--- src/rtl/seq_alu_pkg.sv ---
// rtl/seq_alu_pkg.sv - opcode and state definitions shared by the sequential ALU
package seq_alu_pkg;

   localparam int OPW = 4;

   typedef enum logic [OPW-1:0] {
      ADD   = 4'd0,
      SUB   = 4'd1,
      AND   = 4'd2,
      OR    = 4'd3,
      XOR   = 4'd4,
      NEG   = 4'd5,
      LSH   = 4'd6,
      RSH   = 4'd7,
      ASR   = 4'd8,
      MUL   = 4'd9,
      GEQ   = 4'd10,
      EQ    = 4'd11,
      NEQ   = 4'd12,
      BNZ   = 4'd13,
      NOP14 = 4'd14,
      NOP15 = 4'd15
   } op_mne;

   typedef enum logic [1:0] {
      IDLE = 2'd0,
      RUN  = 2'd1,
      DONE = 2'd2
   } alu_state_t;

   // Opcodes that may iterate; shifts by zero still finish in one cycle.
   function automatic logic is_multicycle(input op_mne op);
      return (op == LSH) || (op == RSH) || (op == ASR) || (op == MUL);
   endfunction

endpackage

--- src/rtl/alu_iter_unit.sv ---
// rtl/alu_iter_unit.sv - one-step-per-clock shifter and shift-add multiplier
module alu_iter_unit
   import seq_alu_pkg::*;
#(
   parameter int W   = 8,
   parameter int SHW = $clog2(W)
) (
   input  logic         clk,
   input  logic         reset,
   input  logic         load,
   input  logic         step,
   input  op_mne        op,
   input  logic [W-1:0] a,
   input  logic [W-1:0] b,
   output logic         last,
   output logic [W-1:0] result,
   output logic         carry
);

   // Counter must hold W (multiply iterations) as well as any shift amount.
   localparam int CW = SHW + 1;

   op_mne           op_q;
   logic [W-1:0]    acc_q;
   logic [W-1:0]    mcand_q;
   logic [2*W-1:0]  prod_q;
   logic [CW-1:0]   cnt_q;

   logic [W-1:0]    nxt_acc;
   logic            shout;
   logic [W:0]      sum;
   logic [2*W-1:0]  nxt_prod;

   // Value of the working registers after one more step, plus the bit leaving the shifter.
   always_comb begin
      nxt_acc = acc_q;
      shout   = 1'b0;
      case (op_q)
         LSH: begin
            nxt_acc = {acc_q[W-2:0], 1'b0};
            shout   = acc_q[W-1];
         end
         RSH: begin
            nxt_acc = {1'b0, acc_q[W-1:1]};
            shout   = acc_q[0];
         end
         ASR: begin
            nxt_acc = {acc_q[W-1], acc_q[W-1:1]};
            shout   = acc_q[0];
         end
         default: ;
      endcase
      // Multiplier bits sit in the low half and are consumed LSB first.
      sum      = {1'b0, prod_q[2*W-1:W]} + (prod_q[0] ? {1'b0, mcand_q} : {(W+1){1'b0}});
      nxt_prod = {sum, prod_q[W-1:1]};
   end

   assign last   = (cnt_q == CW'(1));
   assign result = (op_q == MUL) ? nxt_prod[W-1:0] : nxt_acc;
   assign carry  = (op_q == MUL) ? (|nxt_prod[2*W-1:W]) : shout;

   // Load operands on acceptance, then advance one step per clock while the top is running.
   always_ff @(posedge clk) begin
      if (reset) begin
         op_q    <= ADD;
         acc_q   <= '0;
         mcand_q <= '0;
         prod_q  <= '0;
         cnt_q   <= '0;
      end else if (load) begin
         op_q    <= op;
         acc_q   <= a;
         mcand_q <= a;
         prod_q  <= {{W{1'b0}}, b};
         cnt_q   <= (op == MUL) ? CW'(W) : {1'b0, b[SHW-1:0]};
      end else if (step && (cnt_q != '0)) begin
         acc_q  <= nxt_acc;
         prod_q <= nxt_prod;
         cnt_q  <= cnt_q - CW'(1);
      end
   end

endmodule

--- src/rtl/seq_alu.sv ---
// rtl/seq_alu.sv - registered multi-cycle ALU with start/busy/done handshake
module seq_alu
   import seq_alu_pkg::*;
#(
   parameter int W   = 8,
   parameter int Ops = 4,
   parameter int SHW = $clog2(W)
) (
   input  logic           Clk,
   input  logic           Reset,
   input  logic           Start,
   input  logic [Ops-1:0] OP,
   input  logic [W-1:0]   InputA,
   input  logic [W-1:0]   InputB,
   output logic [W-1:0]   Out,
   output logic           Branch,
   output logic           Zero,
   output logic           Carry,
   output logic           Busy,
   output logic           Done
);

   alu_state_t    state_q, state_d;
   op_mne         op;
   logic          accept;
   logic          multi;
   logic [W-1:0]  sc_res;
   logic          sc_carry;
   logic          sc_branch;
   logic          it_last;
   logic [W-1:0]  it_res;
   logic          it_carry;

   assign op     = op_mne'(OP[OPW-1:0]);
   // A shift by zero is handled by the single-cycle path.
   assign multi  = (op == MUL) || (is_multicycle(op) && (InputB[SHW-1:0] != '0));
   assign accept = Start && (state_q != RUN);
   assign Busy   = (state_q == RUN);
   assign Done   = (state_q == DONE);

   // Single-cycle datapath evaluated straight from the operands being accepted.
   always_comb begin
      sc_res    = '0;
      sc_carry  = 1'b0;
      sc_branch = 1'b0;
      case (op)
         ADD: {sc_carry, sc_res} = {1'b0, InputA} + {1'b0, InputB};
         SUB: begin
            sc_res   = InputA - InputB;
            sc_carry = (InputA < InputB);
         end
         AND: sc_res = InputA & InputB;
         OR:  sc_res = InputA | InputB;
         XOR: sc_res = InputA ^ InputB;
         NEG: sc_res = '0 - InputA;
         LSH, RSH, ASR: sc_res = InputA;
         GEQ: sc_res = {{(W-1){1'b0}}, (InputA >= InputB)};
         EQ:  sc_res = {{(W-1){1'b0}}, (InputA == InputB)};
         NEQ: sc_res = {{(W-1){1'b0}}, (InputA != InputB)};
         BNZ: sc_branch = (InputA != '0);
         default: ;
      endcase
   end

   // Next-state logic: DONE doubles as an accepting state for back-to-back ops.
   always_comb begin
      state_d = state_q;
      case (state_q)
         IDLE, DONE: begin
            if (Start) state_d = multi ? RUN : DONE;
            else       state_d = IDLE;
         end
         RUN:     if (it_last) state_d = DONE;
         default: state_d = IDLE;
      endcase
   end

   // State register.
   always_ff @(posedge Clk) begin
      if (Reset) state_q <= IDLE;
      else       state_q <= state_d;
   end

   // Result and flags only move at completion and hold until the next one.
   always_ff @(posedge Clk) begin
      if (Reset) begin
         Out    <= '0;
         Branch <= 1'b0;
         Zero   <= 1'b0;
         Carry  <= 1'b0;
      end else if (accept && !multi) begin
         Out    <= sc_res;
         Branch <= sc_branch;
         Zero   <= (sc_res == '0);
         Carry  <= sc_carry;
      end else if ((state_q == RUN) && it_last) begin
         Out    <= it_res;
         Branch <= 1'b0;
         Zero   <= (it_res == '0);
         Carry  <= it_carry;
      end
   end

   alu_iter_unit #(.W(W), .SHW(SHW)) u_iter (
      .clk    (Clk),
      .reset  (Reset),
      .load   (accept && multi),
      .step   (state_q == RUN),
      .op     (op),
      .a      (InputA),
      .b      (InputB),
      .last   (it_last),
      .result (it_res),
      .carry  (it_carry)
   );

endmodule

--- config.mk ---
export PLATFORM = sky130hd
export DESIGN_NAME = seq_alu
export DESIGN_NICKNAME = d
export VERILOG_FILES = /design/src/rtl/seq_alu_pkg.sv /design/src/rtl/alu_iter_unit.sv /design/src/rtl/seq_alu.sv
export SDC_FILE = /design/constraint.sdc
export NUM_CORES = 1
export LEC_CHECK = 0
export CAP_MARGIN = 20
export CORE_ASPECT_RATIO = 1.4
export CORE_MARGIN = 2
export CORE_UTILIZATION = 45
export CTS_BUF_LIST = sky130_fd_sc_hd__clkbuf_4
export DETAILED_ROUTE_END_ITERATION = 12
export REMOVE_ABC_BUFFERS = 1
export SLEW_MARGIN = 0
export SYNTH_ARGS = -nofsm -noshare
export SYNTH_HDL_FRONTEND = slang
export SYNTH_HIERARCHICAL = 1
export SYNTH_SLANG_ARGS = --single-unit
export TNS_END_PERCENT = 50
--- constraint.sdc ---
create_clock -name Clk -period 3.4 [get_ports Clk]
set_clock_uncertainty 0.1 [all_clocks]
set_input_delay 0.68 -clock Clk [delete_from_list [all_inputs] [get_ports Clk]]
set_output_delay 0.68 -clock Clk [all_outputs]
set_load 0.1 [all_outputs]
==> summary.txt <==
Tcrit/Tclk final: 95.64%
Synth-to-Final Area Change: 19.95%
internal power: 1.087 mW
total global-route track usage: 26.85%
Die X: 87.30 µm
outcome: completed
Synth cell types: 71
post_cts resized: 0
CP Cell Sequence: and2_1 > ha_1 > a21o_1 > a31o_2 > or3_1 > a2111oi_0 > a41oi_1 > mux2i_1 > a221oi_1
crit path from: u_iter/prod_q[0]$_SDFFE_PP0P_
CTS Buf Count: 5
CP bufs+invs: 0
startpoint class of the critical path: flip-flop
Crit path arrival time: 3.43 ns
CTS tree: built
Syn Area/Cell: 7.629 µm²
P_leak: 2.212 nW
Post-synth EDFFs: 0
Psw: 0.5675 mW
H-tree levels: 2
simple-gate share of the synthesized area: 26.24%
vias in the first global route: 4420
Synth top area share: 24.27%
area leader, netlist: dfxtp_1
setup violators final: 0
crit path max fanout: 7
share of cells above drive strength 1: 14.66%
Max clock buf depth: 2
DR vias: 4490
CP required: 3.58 ns
nets@finish: 701
setup tns final: 0 ns
power per cell area: 315.6 nW/µm²
cts hold-fix bufs: 0
antenna violations before repair: 1
kind of critical path: reg -> reg
final count of pins violating max slew: 0
Slowest cell on crit path: a2111oi_0
largest net degree at the start of global routing: 36
worst min-delay path class: reg -> reg
post-synthesis adder-cell area fraction: 11.39%
largest cells by area after synthesis: dfxtp_1 24%, ha_1 10%, a21oi_1 7.7%, nand2_1 5.2%, nor2_1 4.6%
fin crit period: 3.252 ns
main combinational cell family by area after synthesis: compound AO/OA/AOI/OAI gates
clk slew on worst S/H paths: 0.16 ns
row count: 42
endpoints failing hold: 0
CP delay by family, top: compound AO/OA/AOI/OAI gates
Routed WL: 13800 µm
Clk Latency, worst-skew pair: 0.39 ns
Setup Fix Bufs, Post-CTS: 0
Sw Share: 34.30%
vias per cell: 5.971
maxcap violations: 0
initial core utilization: 46.22%
unrepaired setup endpoints after global routing: no
final-layout fill cell count: 936
detailed-route DRC error count: 0
Clk pwr share: 26.4%
io pins: 36
sequential power share: 41.0%
Worst R2R Start: u_iter/prod_q[0]$_SDFFE_PP0P_
Crit. End Element: flip-flop
Syn Std Cell Area: 4372 µm²
sequential area share after synthesis: 24.27%
final core occ: 55.44%
Final Non-Filler Cells: 752
YS warnings: 6
Cells after Synth: 573
Async SR Flop Fraction: 0%
gpl congestion: 0.9658
post-synthesis mux area share: 2.748%
Core ar.: 9459 µm²
Min-Delay Startpoint: u_iter/mcand_q[6]$_SDFFE_PP0P_
DPL Wire Length: 10960 µm
total power: 1.655 mW
1st-iter DRT viols: 251
XOR/XNOR Fraction of Synth Area: 1.402%
Root Buffer: clkbuf_4
top-count cell post-synth: a21oi_1
Placed Cells: 743
synth cell count leaders: 67 x a21oi_1, 60 x nand2_1, 53 x dfxtp_1, 53 x nor2_1, 35 x ha_1
first-pass GRT wire length: 22290 µm
Compound-Gate Fraction of Synth Area: 27.30%
#FFs+latches synth: 53
combinational share of power: 32.7%
Synth Flop Type: dfxtp_1
die height: 120.6 µm
Worst Tran Pin Value: 0.7101 ns
post-DR wirelength/cell: 18.35 µm
WHS: 0.3762 ns
router iterations before antenna repair: 5
achievable frequency: 307.5 MHz
Sink Count: 53
final global-route overflow total: 0
final antenna-violating net count: 0
Peak VDD IR: 0.1814 mV
IO buf count: 35
die area: 10530 µm²
Max-slew headroom: 51.44%
max incr delay on CP: 0.69 ns
## sequential cells by signal (all words and copies together) (netlist names)
name	cells
u_iter/prod_q	16
Out	8
u_iter/acc_q	8
u_iter/mcand_q	8
u_iter/cnt_q	4
u_iter/op_q	4
state_q	2
Branch	1
Carry	1
Zero	1
## cells in the final DEF (no fill, tap or decap), types with 7 or more instances in the layout
cell             instances
a21oi_1                 67
o21ai_0                 15
and3_1                   8
ha_1                    35
nand2_1                 60
nor2_1                  52
nor4_1                   9
nand2b_1                15
clkdlybuf4s50_1         22
mux2i_1                 12
a211o_1                  8
nand3_1                 14
buf_4                   67
nor3_1                  12
a222oi_1                 8
dfxtp_1                 53
a21o_1                  16
a221oi_1                 7
inv_1                   32
a211oi_1                11
and2_1                  10
## cell type report
class,instances,area (µm²),area share (%)
timing repair buffer,92,783.3,14.94
tap,110,137.6,2.625
antenna,1,2.502,0.04772
inverter,33,123.9,2.362
clock buffer,5,37.54,0.7158
multi-input combinational,455,3033,57.84
clock inverter,3,65.06,1.241
sequential,53,1061,20.23
## metrics by stage
stage	setup WS, ns	instance area [µm²]
3_5_place_dp	-0.09166	5139
6_report	0.1482	5244
3_3_place_gp	-0.06794	5139
2_1_floorplan	-0.5135	4205
4_1_cts	0.2199	5241
5_1_grt	0.009171	5244
## tightest hold or removal path, delay by kind of cell, from the launching register on
family / cells / cell delay [ns]
simple gates: 1 / 0.06
compound gates: 1 / 0.05
flops: 1 / 0.34
## worst paths after layout
kind                                          to  slack [ns]  cells after the start
setup / recovery              Carry$_SDFFE_PP0P_        0.15                      9
hold / removal    u_iter/mcand_q[6]$_SDFFE_PP0P_        0.38                      2
setup reg to reg              Carry$_SDFFE_PP0P_        0.15                      9
hold reg to reg   u_iter/mcand_q[6]$_SDFFE_PP0P_        0.38                      2
## per-layer routing
metal	track usage [%]	share of wire (%)	vias to the layer above
li1	-	-	2230
met1	29.81	39	2125
met2	49.62	54	100
met3	3.140	2.9	35
met4	12.12	3.8	0
met5	0	0	-
## power groups by stage
stage	sequential, mW	combinational (mW)	clock, mW
after floorplan	0.760	0.239	0
after global placement	0.690	0.533	0
after detailed placement	0.690	0.537	0
after CTS	0.677	0.539	0.441
after global routing	0.682	0.586	0.465
final	0.678	0.540	0.436
## kinds of logic (layout without fill, tap and decap cells)
| kind of cell | after synthesis | in the layout |
|---|---|---|
| AO/OA/AOI/OAI | 176 | 176 |
| other | 0 | 1 |
| XOR/XNOR | 7 | 7 |
| buffers and inverters | 65 | 133 |
| flip-flops | 53 | 53 |
| multiplexers | 12 | 12 |
| adder cells (fa/ha/maj) | 38 | 38 |
| AND/OR/NAND/NOR | 222 | 222 |
No activity file was read; power rests on OpenSTA's default activity.
